<file path="src/rtl/uart_reg_fifo_if.sv">
// Single-beat AXI4 register-bus view used by peripheral slaves.
// Carries 32-bit addresses and data, and ID_W-bit transaction IDs.
interface axi4 #(
  parameter int ID_W = 4
);
  logic            aw_valid;
  logic            aw_ready;
  logic [31:0]     aw_addr;
  logic [ID_W-1:0] aw_id;
  logic            w_valid;
  logic            w_ready;
  logic [31:0]     w_data;
  logic            b_valid;
  logic            b_ready;
  logic [ID_W-1:0] b_id;
  logic [1:0]      b_resp;
  logic            ar_valid;
  logic            ar_ready;
  logic [31:0]     ar_addr;
  logic [ID_W-1:0] ar_id;
  logic            r_valid;
  logic            r_ready;
  logic [31:0]     r_data;
  logic [1:0]      r_resp;
  logic [ID_W-1:0] r_id;
  logic            r_last;

  modport slave (
    input  aw_valid, aw_addr, aw_id, w_valid, w_data, b_ready,
           ar_valid, ar_addr, ar_id, r_ready,
    output aw_ready, w_ready, b_valid, b_id, b_resp,
           ar_ready, r_valid, r_data, r_resp, r_id, r_last
  );

  modport master (
    output aw_valid, aw_addr, aw_id, w_valid, w_data, b_ready,
           ar_valid, ar_addr, ar_id, r_ready,
    input  aw_ready, w_ready, b_valid, b_id, b_resp,
           ar_ready, r_valid, r_data, r_resp, r_id, r_last
  );
endinterface

</file>
<file path="src/rtl/uart_reg_fifo.sv">
// UART register slave: AXI4 single-beat register access, TX/RX character FIFOs,
// and watermark/overrun interrupt generation.
module uart_reg_fifo #(
  parameter logic [31:0] REGMAP   = 32'h0,
  parameter int          DATA_W   = 8,
  parameter int          TX_DEPTH = 16,
  parameter int          RX_DEPTH = 16,
  parameter int          ID_W     = 4
) (
  input  logic              clk,
  input  logic              rst,
  axi4.slave                bus,
  output logic [31:0]       divider_q_o,
  output logic [5:0]        cfg_q_o,
  output logic [DATA_W-1:0] tx_d_o,
  output logic              tx_valid_o,
  input  logic              tx_ready_i,
  input  logic [DATA_W-1:0] rx_d_i,
  input  logic              rx_valid_i,
  output logic              rx_ready_o,
  output logic              irq_o
);
  localparam int CNT_W = $clog2((TX_DEPTH > RX_DEPTH) ? TX_DEPTH : RX_DEPTH) + 1;
  localparam int TX_AW = $clog2(TX_DEPTH);
  localparam int RX_AW = $clog2(RX_DEPTH);
  localparam logic [CNT_W-1:0] TX_FULL = CNT_W'(TX_DEPTH);
  localparam logic [CNT_W-1:0] RX_FULL = CNT_W'(RX_DEPTH);
  localparam logic [31:0] VERSION = 32'h0002_0000;
  localparam logic [1:0]  OKAY    = 2'b00;
  localparam logic [1:0]  SLVERR  = 2'b10;
  localparam logic [11:0] A_DIV = 12'h000, A_TXD = 12'h004, A_TXS = 12'h008,
                          A_RXD = 12'h00C, A_RXS = 12'h010, A_MASK = 12'h014,
                          A_PEND = 12'h018, A_CFG = 12'h01C, A_VER = 12'h020;

  typedef enum logic [1:0] {IDLE, BRESP, RRESP} state_t;
  state_t state;

  logic [ID_W-1:0]   b_id_q, r_id_q;
  logic [1:0]        b_resp_q, r_resp_q;
  logic [31:0]       r_data_q;
  logic [31:0]       divider_q;
  logic [5:0]        cfg_q;
  logic [DATA_W-1:0] tx_last;
  logic [3:0]        irq_mask;
  logic              overrun;
  logic              irq_q;
  logic [CNT_W-1:0]  tx_wm, rx_wm;

  logic [DATA_W-1:0] tx_mem [TX_DEPTH];
  logic [DATA_W-1:0] rx_mem [RX_DEPTH];
  logic [TX_AW-1:0]  tx_wr, tx_rd;
  logic [RX_AW-1:0]  rx_wr, rx_rd;
  logic [CNT_W-1:0]  tx_cnt, rx_cnt;

  logic tx_full, tx_empty, rx_empty, tx_push, tx_pop, rx_push, rx_pop, rx_overrun;
  logic wr_hs, rd_hs, wr_ok;
  logic [1:0]  wr_resp, rd_resp;
  logic [31:0] rd_data;
  logic [3:0]  irq_pend;
  logic [11:0] wr_off, rd_off;

  assign tx_full    = (tx_cnt == TX_FULL);
  assign tx_empty   = (tx_cnt == '0);
  assign rx_empty   = (rx_cnt == '0);
  assign rx_ready_o = (rx_cnt != RX_FULL);
  assign tx_valid_o = ~tx_empty;
  assign tx_d_o     = tx_mem[tx_rd];
  assign tx_pop     = tx_valid_o & tx_ready_i;
  assign rx_push    = rx_valid_i & rx_ready_o;
  assign rx_overrun = rx_valid_i & ~rx_ready_o;
  assign irq_pend   = {overrun, (rx_wm != '0) && (rx_cnt >= rx_wm), tx_cnt <= tx_wm, tx_empty};

  // A complete write request always wins the IDLE slot over a pending read.
  assign wr_hs        = (state == IDLE) & bus.aw_valid & bus.w_valid & ~rst;
  assign rd_hs        = (state == IDLE) & ~(bus.aw_valid & bus.w_valid) & bus.ar_valid & ~rst;
  assign bus.aw_ready = wr_hs;
  assign bus.w_ready  = wr_hs;
  assign bus.ar_ready = rd_hs;
  assign bus.b_valid  = (state == BRESP);
  assign bus.b_id     = b_id_q;
  assign bus.b_resp   = b_resp_q;
  assign bus.r_valid  = (state == RRESP);
  assign bus.r_id     = r_id_q;
  assign bus.r_data   = r_data_q;
  assign bus.r_resp   = r_resp_q;
  assign bus.r_last   = 1'b1;

  assign divider_q_o = divider_q;
  assign cfg_q_o     = cfg_q;
  assign irq_o       = irq_q;
  assign wr_off      = bus.aw_addr[11:0];
  assign rd_off      = bus.ar_addr[11:0];
  assign wr_ok       = wr_hs & (wr_resp == OKAY);

  always_comb begin
    wr_resp = OKAY;
    tx_push = 1'b0;
    if (bus.aw_addr[31:12] != REGMAP[31:12]) wr_resp = SLVERR;
    else begin
      case (wr_off)
        A_DIV, A_TXS, A_RXD, A_RXS, A_MASK, A_PEND, A_CFG, A_VER: ;
        A_TXD: if (tx_full) wr_resp = SLVERR;
               else tx_push = wr_hs;
        default: wr_resp = SLVERR;
      endcase
    end
  end

  always_comb begin
    rd_data = '0;
    rd_resp = OKAY;
    rx_pop  = 1'b0;
    if (bus.ar_addr[31:12] != REGMAP[31:12]) rd_resp = SLVERR;
    else begin
      case (rd_off)
        A_DIV:  rd_data = divider_q;
        A_TXD:  rd_data = 32'(tx_last);
        A_TXS:  rd_data = 32'({tx_full, tx_empty, tx_cnt});
        A_RXD:  if (rx_empty) rd_resp = SLVERR;
                else begin
                  rd_data = 32'(rx_mem[rx_rd]);
                  rx_pop  = rd_hs;
                end
        A_RXS:  rd_data = 32'({~rx_ready_o, rx_empty, rx_cnt});
        A_MASK: rd_data = 32'(irq_mask);
        A_PEND: rd_data = 32'(irq_pend);
        A_CFG: begin
          rd_data[16 +: CNT_W] = rx_wm;
          rd_data[8 +: CNT_W]  = tx_wm;
          rd_data[5:0]         = cfg_q;
        end
        A_VER:  rd_data = VERSION;
        default: rd_resp = SLVERR;
      endcase
    end
  end

  always_ff @(posedge clk) begin
    if (tx_push) tx_mem[tx_wr] <= bus.w_data[DATA_W-1:0];
    if (rx_push) rx_mem[rx_wr] <= rx_d_i;
  end

  always_ff @(posedge clk) begin
    if (rst) begin
      state     <= IDLE;
      b_id_q    <= '0;
      b_resp_q  <= OKAY;
      r_id_q    <= '0;
      r_resp_q  <= OKAY;
      r_data_q  <= '0;
      divider_q <= '0;
      cfg_q     <= '0;
      tx_last   <= '0;
      irq_mask  <= '0;
      overrun   <= 1'b0;
      irq_q     <= 1'b0;
      tx_wm     <= '0;
      rx_wm     <= '0;
      tx_wr     <= '0;
      tx_rd     <= '0;
      tx_cnt    <= '0;
      rx_wr     <= '0;
      rx_rd     <= '0;
      rx_cnt    <= '0;
    end else begin
      case (state)
        IDLE: begin
          if (wr_hs) begin
            b_id_q   <= bus.aw_id;
            b_resp_q <= wr_resp;
            state    <= BRESP;
          end else if (rd_hs) begin
            r_id_q   <= bus.ar_id;
            r_data_q <= rd_data;
            r_resp_q <= rd_resp;
            state    <= RRESP;
          end
        end
        BRESP:   if (bus.b_ready) state <= IDLE;
        RRESP:   if (bus.r_ready) state <= IDLE;
        default: state <= IDLE;
      endcase

      if (wr_ok) begin
        case (wr_off)
          A_DIV:  divider_q <= bus.w_data;
          A_TXD:  tx_last   <= bus.w_data[DATA_W-1:0];
          A_MASK: irq_mask  <= bus.w_data[3:0];
          A_CFG: begin
            rx_wm <= bus.w_data[16 +: CNT_W];
            tx_wm <= bus.w_data[8 +: CNT_W];
            cfg_q <= bus.w_data[5:0];
          end
          default: ;
        endcase
      end

      // A new overrun in the same cycle as its W1C keeps the flag set.
      if (rx_overrun) overrun <= 1'b1;
      else if (wr_ok && wr_off == A_PEND && bus.w_data[3]) overrun <= 1'b0;

      if (tx_push) tx_wr <= tx_wr + 1'b1;
      if (tx_pop)  tx_rd <= tx_rd + 1'b1;
      tx_cnt <= tx_cnt + {{(CNT_W-1){1'b0}}, tx_push} - {{(CNT_W-1){1'b0}}, tx_pop};
      if (rx_push) rx_wr <= rx_wr + 1'b1;
      if (rx_pop)  rx_rd <= rx_rd + 1'b1;
      rx_cnt <= rx_cnt + {{(CNT_W-1){1'b0}}, rx_push} - {{(CNT_W-1){1'b0}}, rx_pop};

      irq_q <= |(irq_pend & irq_mask);
    end
  end
endmodule
</file>
<file path="src/flat_wrapper.sv">
// flat-port wrapper written by rule: the top's interface ports become plain ports
module uart_reg_fifo_flat 
#(
  parameter logic [31:0] REGMAP   = 32'h0,
  parameter int          DATA_W   = 8,
  parameter int          TX_DEPTH = 16,
  parameter int          RX_DEPTH = 16,
  parameter int          ID_W     = 4
)
  (clk, rst, divider_q_o, cfg_q_o, tx_d_o, tx_valid_o, tx_ready_i, rx_d_i, rx_valid_i, rx_ready_o, irq_o, bus_aw_valid, bus_aw_addr, bus_aw_id, bus_w_valid, bus_w_data, bus_b_ready, bus_ar_valid, bus_ar_addr, bus_ar_id, bus_r_ready, bus_aw_ready, bus_w_ready, bus_b_valid, bus_b_id, bus_b_resp, bus_ar_ready, bus_r_valid, bus_r_data, bus_r_resp, bus_r_id, bus_r_last);
  axi4 #(.ID_W(ID_W)) bus_i ();
  input  logic clk;
  input  logic rst;
  output logic [31:0] divider_q_o;
  output logic [5:0] cfg_q_o;
  output logic [DATA_W-1:0] tx_d_o;
  output logic tx_valid_o;
  input  logic tx_ready_i;
  input  logic [DATA_W-1:0] rx_d_i;
  input  logic rx_valid_i;
  output logic rx_ready_o;
  output logic irq_o;
  input wire logic [$bits(bus_i.aw_valid)-1:0] bus_aw_valid;
  input wire logic [$bits(bus_i.aw_addr)-1:0] bus_aw_addr;
  input wire logic [$bits(bus_i.aw_id)-1:0] bus_aw_id;
  input wire logic [$bits(bus_i.w_valid)-1:0] bus_w_valid;
  input wire logic [$bits(bus_i.w_data)-1:0] bus_w_data;
  input wire logic [$bits(bus_i.b_ready)-1:0] bus_b_ready;
  input wire logic [$bits(bus_i.ar_valid)-1:0] bus_ar_valid;
  input wire logic [$bits(bus_i.ar_addr)-1:0] bus_ar_addr;
  input wire logic [$bits(bus_i.ar_id)-1:0] bus_ar_id;
  input wire logic [$bits(bus_i.r_ready)-1:0] bus_r_ready;
  output wire logic [$bits(bus_i.aw_ready)-1:0] bus_aw_ready;
  output wire logic [$bits(bus_i.w_ready)-1:0] bus_w_ready;
  output wire logic [$bits(bus_i.b_valid)-1:0] bus_b_valid;
  output wire logic [$bits(bus_i.b_id)-1:0] bus_b_id;
  output wire logic [$bits(bus_i.b_resp)-1:0] bus_b_resp;
  output wire logic [$bits(bus_i.ar_ready)-1:0] bus_ar_ready;
  output wire logic [$bits(bus_i.r_valid)-1:0] bus_r_valid;
  output wire logic [$bits(bus_i.r_data)-1:0] bus_r_data;
  output wire logic [$bits(bus_i.r_resp)-1:0] bus_r_resp;
  output wire logic [$bits(bus_i.r_id)-1:0] bus_r_id;
  output wire logic [$bits(bus_i.r_last)-1:0] bus_r_last;
  assign bus_i.aw_valid = bus_aw_valid;
  assign bus_i.aw_addr = bus_aw_addr;
  assign bus_i.aw_id = bus_aw_id;
  assign bus_i.w_valid = bus_w_valid;
  assign bus_i.w_data = bus_w_data;
  assign bus_i.b_ready = bus_b_ready;
  assign bus_i.ar_valid = bus_ar_valid;
  assign bus_i.ar_addr = bus_ar_addr;
  assign bus_i.ar_id = bus_ar_id;
  assign bus_i.r_ready = bus_r_ready;
  assign bus_aw_ready = bus_i.aw_ready;
  assign bus_w_ready = bus_i.w_ready;
  assign bus_b_valid = bus_i.b_valid;
  assign bus_b_id = bus_i.b_id;
  assign bus_b_resp = bus_i.b_resp;
  assign bus_ar_ready = bus_i.ar_ready;
  assign bus_r_valid = bus_i.r_valid;
  assign bus_r_data = bus_i.r_data;
  assign bus_r_resp = bus_i.r_resp;
  assign bus_r_id = bus_i.r_id;
  assign bus_r_last = bus_i.r_last;
  uart_reg_fifo #(.REGMAP(REGMAP), .DATA_W(DATA_W), .TX_DEPTH(TX_DEPTH), .RX_DEPTH(RX_DEPTH), .ID_W(ID_W)) u_core (.clk(clk), .rst(rst), .bus(bus_i), .divider_q_o(divider_q_o), .cfg_q_o(cfg_q_o), .tx_d_o(tx_d_o), .tx_valid_o(tx_valid_o), .tx_ready_i(tx_ready_i), .rx_d_i(rx_d_i), .rx_valid_i(rx_valid_i), .rx_ready_o(rx_ready_o), .irq_o(irq_o));
endmodule
</file>
<file path="config.mk">
export PLATFORM = sky130hd
export DESIGN_NAME = uart_reg_fifo_flat
export DESIGN_NICKNAME = d
export VERILOG_FILES = /design/src/rtl/uart_reg_fifo_if.sv /design/src/rtl/uart_reg_fifo.sv /design/src/flat_wrapper.sv
export SDC_FILE = /design/constraint.sdc
export NUM_CORES = 1
export LEC_CHECK = 0
export ABC_CLOCK_PERIOD_IN_PS = 3790
export CORE_AREA = 2 2 184 186
export CTS_CLUSTER_DIAMETER = 200
export DETAILED_ROUTE_END_ITERATION = 16
export DIE_AREA = 0 0 186 188
export PLACE_DENSITY = 0.76
export SYNTH_ARGS = -nofsm -noshare
export SYNTH_HDL_FRONTEND = slang
export SYNTH_SLANG_ARGS = --single-unit
</file>
<file path="constraint.sdc">
create_clock -name clk -period 3.79 [get_ports clk]
set_input_delay 0.758 -clock clk [delete_from_list [all_inputs] [get_ports clk]]
set_output_delay 0.758 -clock clk [all_outputs]
set_load 0.01 [all_outputs]
</file>
-- Word-level counts from Yosys, hierarchy flattened
Memories as Yosys holds them, arrays and structs flattened. A register that Yosys moved wholly into a read port is not among the register bits.
Cells that the tools add are included.
Widths: inputs -> output; s select.
- memories: 2
- input bits: 121
- memory bits (writable): 256
- register bits: 134
- word-level logic and storage cells: 130
- output and inout bits: 99
- reductions and logical operators: 23
- $add $sub $neg: 8
- $lt $le $gt $ge: 2
- multiplexer cells: 35
- bitwise logic cells: 17
- equality and inequality tests: 23
- memories (name ; words ; bits a word ; read ports ; clocked after memory_dff ; write ports ; line ; RTL):
    u_core.rx_mem ; 16 ; 8 ; 1 ; 1 ; 1 ; uart_reg_fifo.sv:50 ; logic [DATA_W-1:0] rx_mem [RX_DEPTH];
    u_core.tx_mem ; 16 ; 8 ; 1 ; 1 ; 1 ; uart_reg_fifo.sv:49 ; logic [DATA_W-1:0] tx_mem [TX_DEPTH];
- operators by type and width (operator ; count):
    $eq 12x5->1 const B ; 8
    $eq 12x4->1 const B ; 4
    $pmux 6 s8 ; 1
    $reduce_bool 20->1 ; 2
    $mux 32 ; 1
    $eq 12x3->1 const B ; 2
    $eq 12x6->1 const B ; 2
    $logic_not 12->1 ; 2
    $pmux 11 s2 ; 1
    $pmux 5 s4 ; 1
    $add 4x1->4 const B ; 4
    $mux 2 ; 8
    $mux 4 ; 4
    $reduce_or 8->1 ; 2
    $pmux 5 s3 ; 1
    $mux 1 ; 12
    $and 1x1->1 ; 11
    $add 5x1->5 ; 2
    $logic_not 5->1 ; 2
    $pmux 2 s5 ; 1
    $reduce_and 2->1 ; 5
    $sub 5x1->5 ; 2
    $mux 8 ; 1
    $pmux 2 s2 ; 2
    other kinds (18) ; 27

-- Logic depth before layout (Yosys ltp)
- depth in word-level cells: 10
- gate-level depth with buffers: 16
- mapped depth without buffers: 15

-- Worst setup path after synthesis
Ideal clock, no wire load.
- kind: in2reg
- from: in bus_ar_addr[7]
- to: reg u_core.rx_cnt[4]
- buffers on the path: 2
- setup time: 0.132 ns
- setup slack: 0.000 ns
- data required time: 3.658 ns
- data arrival time: 3.658 ns
- stages: 16
- cell sequence: or4_1 buf_2 or3_1 buf_2 nor4_4 and2_1 ha_1 inv_1 ha_1 inv_1 fa_1 inv_1 a21oi_1 nor2_1 or3_1 a21oi_1
- longest elaborated chain between the ends: 4
- RTL lines (item ; line ; RTL):
    start, declared ; flat_wrapper.sv:30 ; input wire logic [$bits(bus_i.ar_addr)-1:0] bus_ar_addr;
    $eq 12x4->1 ; uart_reg_fifo.sv:115 ; case (rd_off)
    $mux 1 ; uart_reg_fifo.sv:115 ;
    $mux 1 ; uart_reg_fifo.sv:113 ; if (bus.ar_addr[31:12] != REGMAP[31:12]) rd_resp = SLVERR;
    named net u_core.rx_pop ; uart_reg_fifo.sv:55 ; logic tx_full, tx_empty, rx_empty, tx_push, tx_pop, rx_push, rx_pop, rx_overrun;
    $sub 5x1->5 ; uart_reg_fifo.sv:207 ; rx_cnt <= rx_cnt + {{(CNT_W-1){1'b0}}, rx_push} - {{(CNT_W-1){1'b0}}, rx_pop};
    end signal, assigned ; uart_reg_fifo.sv:207 ;
    end, declared ; uart_reg_fifo.sv:53 ; logic [CNT_W-1:0] tx_cnt, rx_cnt;
The timed path passes the listed nets, and every way through them passes these cells.
A chain may end at the register's enable or synchronous reset.

==> flow_summary.toml <==
[final_layout]
syn2layout_area_growth_pct = 26.3
instances_no_fill = 1887
nets = 1564
multi_input_area_um2 = 5470
register_area_um2 = 10500
num_antenna_cells = 0
fill_cells = 2425
drive_above_1_share_pct = 15.1

[timing]
final_hold_viol_count = 0
setup_violations = 0
finalMaxSlewViolations = 0
fin_skew_ps = 22.3
setup-tns-final_ps = 0
min_period_over_period_pct = 96.6
relSlewSlack_pct = 33.3
fin_crit_ps = 3660
tightest_slew_ps = 997
fmaxAchievable_mhz = 273
grt_setup_unrepaired = "no"

[die]
row_count = 67
ioPinCount = 220
dieArea_um2 = 35000
initial_core_util_pct = 49.5
die_h_um = 188
core_region_area_um2 = 33100
die_width_um = 186

[clock_network]
cts_setup_buffers = 0
post_cts_resized = 0
clock_sinks = 396
numCtsBuffers = 41
cts_tree = "done"
cts_buffer_depth = 3
htree_levels = 2
clkSlewWorstSetupHoldPaths_ps = 60
ctsHoldBuffers = 0
clock_latency_ps = 530
root_buffer = "clkbuf_16"

[yosys]
synth_area_um2 = 16400
yosys-top-cells-count = "256 x edfxtp_1, 145 x nor2_1, 140 x dfxtp_1, 78 x mux2i_1, 71 x mux4_2"
syn_avg_cell_area_um2 = 14.3
synth-seq-cells = 396
synth_top_area_share_pct = 46.9
ys_top_cells_by_area = "edfxtp_1 47%, dfxtp_1 17%, mux4_2 9.8%, mux2i_1 4.8%, nor2_1 3.3%"
yosys.area.top_type = "edfxtp_1"
synth.distinct_cells = 62
async_flop_share_pct = 0
synth-edff-count = 256
synth.most_common_cell = "edfxtp_1"
syn_inst = 1148
seq_area_frac_synth_pct = 64.0
yosysWarnings = 0
synth-main-ff-cell = "edfxtp_1"

[placed_design]
place_hpwl_um = 27000
dp_cells = 1814
gp_congestion = 0.887
port_buffers = 216

[power_and_ir_drop]
peakVddDrop_mv = 0.404
p_per_area_nw_per_um2 = 502
leakage_nw = 6.85

[setup_path]
cp-end-kind = "output port"
arrival_ps = 2900
crit_required_ps = 3030
crit_type = "flop to output port"
start_kind = "flop"
cp_max_fo = 14

[route]
ant_nets = 0
vias = 10600
wl_um = 39700
drt_first_iter_violations = 760
drt-wirelength-per-cell_um = 21.0
drcViolationCount = 0
routed_via_density = 5.59
firstDrtPassIters = 5

[grt]
grt_max_degree = 77
first_global_vias = 10500
grt_overflow = 0
antenna_found_initial = 0
gr-usage-all-layers_pct = 22.6
grt_pass1_wl_um = 60300

[outcome]
status = "complete, no violations"

[job]
maxCapViolations = 0

[worst_hold_path]
holdCritPathClass = "flop to flop"
==> logic make-up after synthesis <==
kind of cell,count (synthesis),share of synthesized area [%]
muxes,157,15.1
AOI/OAI and AO/OA,123,5.21
DFF,396,64.0
xor gates and xnor gates,17,0.909
buffers and inverters,102,2.64
and+or+nand+nor,317,9.37
adders and majority gates,34,2.69
other,2,0.0459
==> metal layers <==
layer / up-vias / share of wire, % / track usage (%)
li1: 4842 / - / -
met1: 5242 / 41 / 29.9
met2: 409 / 50 / 38.6
met3: 58 / 6.4 / 3.65
met4: 0 / 2.2 / 6.21
met5: - / 0 / 0
==> registers in the layout (all words and copies together), names as in the netlist, 2 cells and up, named ones only <==
register	cells
u_core.bus.b_id	4
u_core.irq_mask	4
u_core.tx_wm	5
u_core.rx_rd	4
u_core.rx_wm	5
u_core.rx_wr	4
u_core.tx_last	8
u_core.bus.r_data	32
u_core.tx_rd	4
u_core.cfg_q_o	6
u_core.divider_q_o	32
u_core.rx_cnt	5
u_core.bus.r_id	4
u_core.tx_cnt	5
u_core.state	2
u_core.tx_mem	128
u_core.rx_mem	128
u_core.tx_wr	4
==> where the power goes <==
part / switching [mW] / internal, mW / total, mW / leakage (nW)
sequential: 0.127 / 4.70 / 4.83 / 3.44
combinational: 0.762 / 0.848 / 1.61 / 2.77
clock: 1.61 / 2.35 / 3.96 / 0.647
total: 2.50 / 7.90 / 10.4 / 6.85
==> worst paths after layout <==
path,from,endpoint,slack [ps],depth (start not counted)
max,flop,tx_d_o[0],130,4
min,u_core.bus.r_data[11],u_core.bus.r_data[11],460,2
max reg2reg,u_core.rx_cnt[3],u_core.rx_cnt[4],830,16
min reg2reg,u_core.bus.r_data[11],u_core.bus.r_data[11],460,2
==> placed cells by master (no fill, tap or decap), drive strengths merged, types with 5 or more instances in the layout <==
cell type      instances
a211oi                 5
a21oi                 33
a221oi                 8
a22oi                 29
buf                   69
clkbuf                61
clkdlybuf4s50        215
clkinv                 7
dfxtp                140
edfxtp               256
ha                    32
inv                   35
mux2                   8
mux2i                 78
mux4                  71
nand2                 63
nand2b                11
nand3                 10
nand3b                 5
nand4                 10
nor2                 145
nor2b                 12
nor3                  16
nor4                  17
o211ai                 7
o21ai                 15
or3                    8
or4                    5
xnor2                  5
xor2                  12
==> layout make-up <==
cell class | count | share of cell area, %
clock buffer | 61 | 5.68
clock inverter | 12 | 0.726
inverter | 35 | 0.635
multi-input combinational | 651 | 26.4
sequential | 396 | 50.7
tap | 448 | 2.71
timing repair buffer | 284 | 13.1
==> critical path: stages, from the launching register on <==
cell and delay (ps):
dfxtp_2 590, buf_12 230, mux4_2 560, mux4_2 500, clkdlybuf4s50_1 500
==> per-stage QoR <==
stage	setup slack (ps)	hold WS, ps	total power [mW]	cell area, um2	utilization (%)
after floorplan	0.00266	446	5.86	16400	-
after global placement	-230	441	6.48	19400	58.5
after CTS	73.6	460	10.5	20700	62.5
final	129	458	10.4	20700	62.5
after detailed placement	-267	447	6.52	19400	58.5
after global routing	8.09	490	10.8	20700	62.5
Note: power is estimated with default switching activity, not from simulation.
